<file path="src/rtl/mips_pkg.sv">
// Shared definitions for the MIPS fetch front-end: fetch FSM states and
// architectural constants.
package mips_pkg;

    typedef enum logic [1:0] {
        FETCH = 2'd0,
        SKID  = 2'd1,
        DRAIN = 2'd2
    } fetch_state_t;

    localparam logic [31:0] NOP_INSTR        = 32'h0000_0000;
    localparam logic [31:0] PC_STEP          = 32'd4;
    localparam logic [31:0] DEFAULT_RESET_PC = 32'h0000_0000;

endpackage

</file>
<file path="src/rtl/if_skid_buffer.sv">
// Output slot feeding the IF/ID register plus a one-entry skid that catches
// a word returned while the slot is stalled.
module if_skid_buffer
    import mips_pkg::*;
(
    input  logic        clk,
    input  logic        rst,
    input  logic        flush,
    input  logic        stall,
    input  logic        fetch_valid,
    input  logic [31:0] fetch_instr,
    input  logic [31:0] fetch_pc,
    input  logic        skid_release,
    output logic        accept,
    output logic [31:0] slot_instr,
    output logic [31:0] slot_pc,
    output logic        slot_valid
);

    logic [31:0] r_slot_instr;
    logic [31:0] r_slot_pc;
    logic        r_slot_valid;
    logic [31:0] r_skid_instr;
    logic [31:0] r_skid_pc;

    assign accept     = !r_slot_valid || !stall;
    assign slot_instr = r_slot_instr;
    assign slot_pc    = r_slot_pc;
    assign slot_valid = r_slot_valid;

    always_ff @(posedge clk or posedge rst) begin
        if (rst) begin
            r_slot_instr <= NOP_INSTR;
            r_slot_pc    <= '0;
            r_slot_valid <= 1'b0;
            r_skid_instr <= NOP_INSTR;
            r_skid_pc    <= '0;
        end else if (flush) begin
            r_slot_instr <= NOP_INSTR;
            r_slot_pc    <= '0;
            r_slot_valid <= 1'b0;
            r_skid_instr <= NOP_INSTR;
            r_skid_pc    <= '0;
        end else if (fetch_valid && accept) begin
            r_slot_instr <= fetch_instr;
            r_slot_pc    <= fetch_pc;
            r_slot_valid <= 1'b1;
        end else if (fetch_valid) begin
            // Slot is full and stalled: park the word so it is not lost.
            r_skid_instr <= fetch_instr;
            r_skid_pc    <= fetch_pc;
        end else if (skid_release) begin
            r_slot_instr <= r_skid_instr;
            r_slot_pc    <= r_skid_pc;
            r_slot_valid <= 1'b1;
            r_skid_instr <= NOP_INSTR;
            r_skid_pc    <= '0;
        end else if (r_slot_valid && !stall) begin
            r_slot_instr <= NOP_INSTR;
            r_slot_pc    <= '0;
            r_slot_valid <= 1'b0;
        end
    end

endmodule

</file>
<file path="src/rtl/if_fetch_unit.sv">
// Instruction-fetch producer: owns the PC, the imem req/ack handshake and
// branch redirection, and feeds the IF/ID register through if_skid_buffer.
module if_fetch_unit #(
    parameter logic [31:0] RESET_PC = mips_pkg::DEFAULT_RESET_PC
) (
    input  logic        clk,
    input  logic        rst,
    input  logic        stall,
    input  logic        branch_taken,
    input  logic [31:0] branch_target,
    output logic        imem_req,
    output logic [31:0] imem_addr,
    input  logic        imem_ack,
    input  logic [31:0] imem_rdata,
    output logic [31:0] Instruction_out,
    output logic [31:0] PC_out,
    output logic        valid_out
);
    import mips_pkg::*;

    fetch_state_t r_state;
    fetch_state_t w_state_next;
    logic [31:0]  r_pc;
    logic [31:0]  w_pc_next;
    logic [31:0]  r_drain_addr;
    logic [31:0]  w_drain_next;

    logic         w_req;
    logic         w_ack;
    logic         w_accept;
    logic         w_fetch_valid;
    logic         w_skid_release;
    logic [31:0]  w_target;
    logic [31:0]  w_pc_inc;

    assign w_req     = ((r_state == FETCH) || (r_state == DRAIN)) && !rst;
    assign w_ack     = imem_ack && w_req;
    assign w_target  = {branch_target[31:2], 2'b00};
    assign w_pc_inc  = r_pc + PC_STEP;
    assign imem_req  = w_req;
    assign imem_addr = (r_state == DRAIN) ? r_drain_addr : r_pc;

    always_ff @(posedge clk or posedge rst) begin
        if (rst) begin
            r_state      <= FETCH;
            r_pc         <= RESET_PC;
            r_drain_addr <= '0;
        end else begin
            r_state      <= w_state_next;
            r_pc         <= w_pc_next;
            r_drain_addr <= w_drain_next;
        end
    end

    always_comb begin
        w_state_next   = r_state;
        w_pc_next      = r_pc;
        w_drain_next   = r_drain_addr;
        w_fetch_valid  = 1'b0;
        w_skid_release = 1'b0;
        case (r_state)
            FETCH: begin
                if (branch_taken) begin
                    w_pc_next = w_target;
                    // An unanswered request must still be completed before
                    // fetching from the new target.
                    if (!w_ack) begin
                        w_state_next = DRAIN;
                        w_drain_next = r_pc;
                    end
                end else if (w_ack) begin
                    w_pc_next     = w_pc_inc;
                    w_fetch_valid = 1'b1;
                    if (!w_accept) w_state_next = SKID;
                end
            end
            SKID: begin
                if (branch_taken) begin
                    w_pc_next    = w_target;
                    w_state_next = FETCH;
                end else if (!stall) begin
                    w_skid_release = 1'b1;
                    w_state_next   = FETCH;
                end
            end
            DRAIN: begin
                if (branch_taken) begin
                    w_pc_next = w_target;
                end else if (w_ack) begin
                    w_state_next = FETCH;
                end
            end
            default: w_state_next = FETCH;
        endcase
    end

    if_skid_buffer u_skid (
        .clk          (clk),
        .rst          (rst),
        .flush        (branch_taken),
        .stall        (stall),
        .fetch_valid  (w_fetch_valid),
        .fetch_instr  (imem_rdata),
        .fetch_pc     (w_pc_inc),
        .skid_release (w_skid_release),
        .accept       (w_accept),
        .slot_instr   (Instruction_out),
        .slot_pc      (PC_out),
        .slot_valid   (valid_out)
    );

endmodule

</file>
<file path="config.mk">
export PLATFORM = sky130hd
export DESIGN_NAME = if_fetch_unit
export DESIGN_NICKNAME = d
export VERILOG_FILES = /design/src/rtl/mips_pkg.sv /design/src/rtl/if_skid_buffer.sv /design/src/rtl/if_fetch_unit.sv
export SDC_FILE = /design/constraint.sdc
export NUM_CORES = 1
export LEC_CHECK = 0
export CORE_MARGIN = 2
export CORE_UTILIZATION = 40
export DETAILED_ROUTE_END_ITERATION = 10
export HOLD_SLACK_MARGIN = 0.1
export SLEW_MARGIN = 30
export SYNTH_ARGS = -nofsm -noshare
export SYNTH_HDL_FRONTEND = slang
export SYNTH_SLANG_ARGS = --single-unit
export TNS_END_PERCENT = 100
</file>
<file path="constraint.sdc">
create_clock -name clk -period 14.2 [get_ports clk]
set_input_delay 2.84 -clock clk [delete_from_list [all_inputs] [get_ports clk]]
set_output_delay 2.84 -clock clk [all_outputs]
set_load 0.03 [all_outputs]
</file>
==> metrics.csv <==
stage,metric,value,unit
yosys,sequential area share after synthesis,0.523,
clock_network,total clock sinks,189,
global_route,initial antenna violation count,0,
worst_setup_path,Critical Path AT,4280,ps
power_and_ir_drop,Int Power,1.27,mW
cells_and_area,Layout Area Growth over Synthesis,24.8,%
floorplanning,die footprint,23800,µm²
worst_setup_path,FF-to-FF End,u_skid.slot_pc[22],
floorplanning,Initial Util,0.410,
yosys,Synth Area in Compound Gates,0.188,
drt,DR vias/cell,5.61,
worst_setup_path,crit end category,output port,
yosys,mux contribution to synthesized area,0.0781,
floorplanning,Die Span Y,154,µm
worst_setup_path,worst-path fanout max,6,
yosys,top_reg_cell synth,dfrtp_1,
worst_setup_path,slowest stage cell on the critical path,clkdlybuf4s50_1,
clock_network,Clock Latency Late Sink,430,ps
clock_network,clock transition at the registers of the reported paths,70,ps
drt,drt total wl,24.0,mm
floorplanning,I/O pin count,167,
worst_hold_path,hold path start,u_skid.slot_pc[5],
sta,period utilisation layout,0.501,
placement,dpl hpwl,15.3,mm
worst_setup_path,R2R setup slack,11360,ps
power_and_ir_drop,Power Density,187,nW/µm²
sta,Worst-Margin Slew,933,ps
cells_and_area,fillcell total,1976,
sta,unrepaired setup endpoints after global routing,false,
worst_setup_path,reg2reg start,r_state[1],
cells_and_area,# diodes,0,
job,# Max-Cap Violations,0,
worst_setup_path,Required @ worst endpoint,11360,ps
clock_network,postcts setup bufs,0,
worst_hold_path,Hold Crit Class,flip-flop to flip-flop,
worst_setup_path,CP most frequent cell,clkdlybuf4s50_1,
power_and_ir_drop,Clk pwr share,0.220,
cells_and_area,area occupied by multi-input gates,3870,µm²
worst_setup_path,reg2reg path depth,9,
cells_and_area,sequential cell area,4730,µm²
sta,max-slew violation count,0,
drt,via count,7057,
drt,antenna-violating nets left,0,
cells_and_area,"most common cell after layout, fill and taps aside",dfrtp_1,
yosys,Post-Synthesis Cell Area,9040,µm²
drt,first-pass iteration count of the detailed router,5,
yosys,cell count after synthesis,850,
drt,drt wl/cell,19.1,µm
sta,final hold violations,0,
global_route,All-Layer GR Usage,0.202,
clock_network,CTS resizes,0,
clock_network,Max clock buf depth,2,
sta,post-layout minimum cycle time,7120,ps
yosys,Async SR Flop Fraction,1.00,
placement,routability congestion estimate,0.847,
worst_hold_path,hold path cells,2,
yosys,Post-Synth XOR/XNOR Area,0.0271,
clock_network,TritonCTS Buffers,17,
yosys,warnings from Yosys,0,
yosys,adder-cell share of the synthesized area,0.00554,
sta,Slew HR,0.378,
clock_network,Root Buffer Master,clkbuf_16,
global_route,first-pass GRT wire length,38.4,mm
sta,Final Setup Violations,0,
global_route,pin count of the biggest net entering global routing,116,
power_and_ir_drop,NetSw,840,µW
floorplanning,die width,154,µm
yosys,Post-Synth Simple-Gate Area,0.124,
cells_and_area,layout cells sized above 1,0.132,
power_and_ir_drop,Peak supply drop,0.133,mV
sta,setup tns final,0,ps
placement,port bufs,162,
sta,Setup Skew,11.3,ps
clock_network,hold-fix buffer count after cts,0,
global_route,grt total ovfl,0,
cells_and_area,most frequent cells in the layout,"dfrtp_1, clkdlybuf4s50_1, nor2_1",
clock_network,CTS tree,built,
outcome,status,completed,
drt,DRC Markers,0,
yosys,"EDFF count, synth",0,
clock_network,htree depth,4,
sta,Fmax achieved,0.140,GHz
placement,dpl ws,7080,ps
worst_setup_path,critical-path cell list,clkdlybuf4s50_1 > nor2_1 > clkdlybuf4s50_1,
cells_and_area,NumNets Final,1037,
power_and_ir_drop,P_leak,4.72,nW
power_and_ir_drop,Flop pwr share,0.368,
yosys,Synth cell types,58,
worst_setup_path,CP Launch Type,input port,
sta,final worst slack,7080,ps
power_and_ir_drop,Logic pwr share,0.412,
worst_hold_path,sink of the worst hold path,u_skid.slot_pc[5],
yosys,number of synthesized register bits,189,
power_and_ir_drop,Sw Share,0.399,
yosys,synthesized area per cell,10.6,µm²
floorplanning,num rows,54,
worst_setup_path,"slowest stage delay, CP",680,ps
floorplanning,core area,22000,µm²
global_route,vias in the first global route,6831,
yosys,largest family of logic cells by synthesized area,compound AO/OA/AOI/OAI gates,
worst_setup_path,CP Class,input port to output port,
drt,1st-iter DRT viols,478,
==> worst max-delay path by stage <==
stage	from	to	cells past startpoint
finish	rst	imem_req	3
global route	rst	imem_req	3
CTS	rst	imem_req	3
detailed placement	rst	imem_req	3
global placement	rst	imem_req	3
floorplan	rst	r_drain_addr[10]	1
==> stage by stage <==
step	utilization	cell area, µm²	instances	power, mW	hold WS, ps
final	0.512	11300	1257	2.11	472
after global routing	0.512	11300	1257	2.22	506
after CTS	0.511	11300	1257	2.12	481
after global placement	0.485	10700	1224	1.64	453
after floorplan	-	9040	851	1.36	442
after detailed placement	0.486	10700	1225	1.65	465
==> routing by layer <==
layer  vias to the layer above  global-route usage  routed length, µm
met5                         -                   0                  0
met3                        21              0.0392               1300
met1                      3472               0.302              11900
met4                         0              0.0613                395
li1                       3336                   -                  -
met2                       228               0.299              10400
==> synth_stat cells, drive strengths merged (2+ instances only) <==
cell,number,area [µm²]
a21o,2,15.0
a21oi,49,245
a221oi,48,420
a22o,41,359
a22oi,5,37.5
a2bb2oi,10,87.6
a31oi,2,12.5
a32oi,4,35.0
and2,6,38.8
and3,9,60.1
and4,5,47.6
buf,38,228
clkbuf,40,211
dfrtp,189,4730
ha,4,50.1
inv,7,26.3
mux2,60,676
mux2i,3,30.0
nand2,61,231
nand3,19,95.1
nand4,13,96.3
nor2,94,353
nor2b,3,18.8
nor3,9,50.1
nor3b,3,22.5
nor4,6,71.3
o21ai,59,295
o22a,4,35.0
o22ai,14,87.6
o31ai,3,22.5
or2,2,12.5
xnor2,14,123
xor2,14,123
==> area by class of cell <==
cell class                      instances  area share
Sequential cell                       189       0.419
Multi-Input combinational cell        576       0.343
Timing Repair Buffer                  173       0.153
Clock buffer                           18      0.0390
Tap cell                              280      0.0311
Clock inverter                         14      0.0110
Inverter                                7     0.00300
==> worst max-delay path, delay by kind of cell <==
family / cells / cell delay [ps]
AND/OR/NAND/NOR: 1 / 170
buffers and inverters: 2 / 1270
==> power groups by stage <==
stage,registers [mW],logic (mW),clock network (mW)
6_report,0.776,0.868,0.464
5_1_grt,0.795,0.932,0.496
4_1_cts,0.774,0.875,0.475
3_5_place_dp,0.785,0.870,0
3_3_place_gp,0.777,0.860,0
2_1_floorplan,0.774,0.585,0
==> logic make-up (layout without fill, tap and decap cells) <==
logic type | Yosys count | after routing
and+or+nand+nor | 233 | 233
xor gates and xnor gates | 28 | 28
buffers and inverters | 86 | 212
AOI/OAI and AO/OA | 246 | 246
DFF | 189 | 189
adders and majority gates | 4 | 4
other | 1 | 2
muxes | 63 | 63
==> sequential cells by signal, summed over array words and instances, names as in the netlist <==
signal and count:
r_pc 30, u_skid.slot_valid 1, r_state 2, r_drain_addr 30
u_skid.slot_instr 32, u_skid.r_skid_instr 32, u_skid.slot_pc 31, u_skid.r_skid_pc 31
Power figures use the tool's default switching activity.
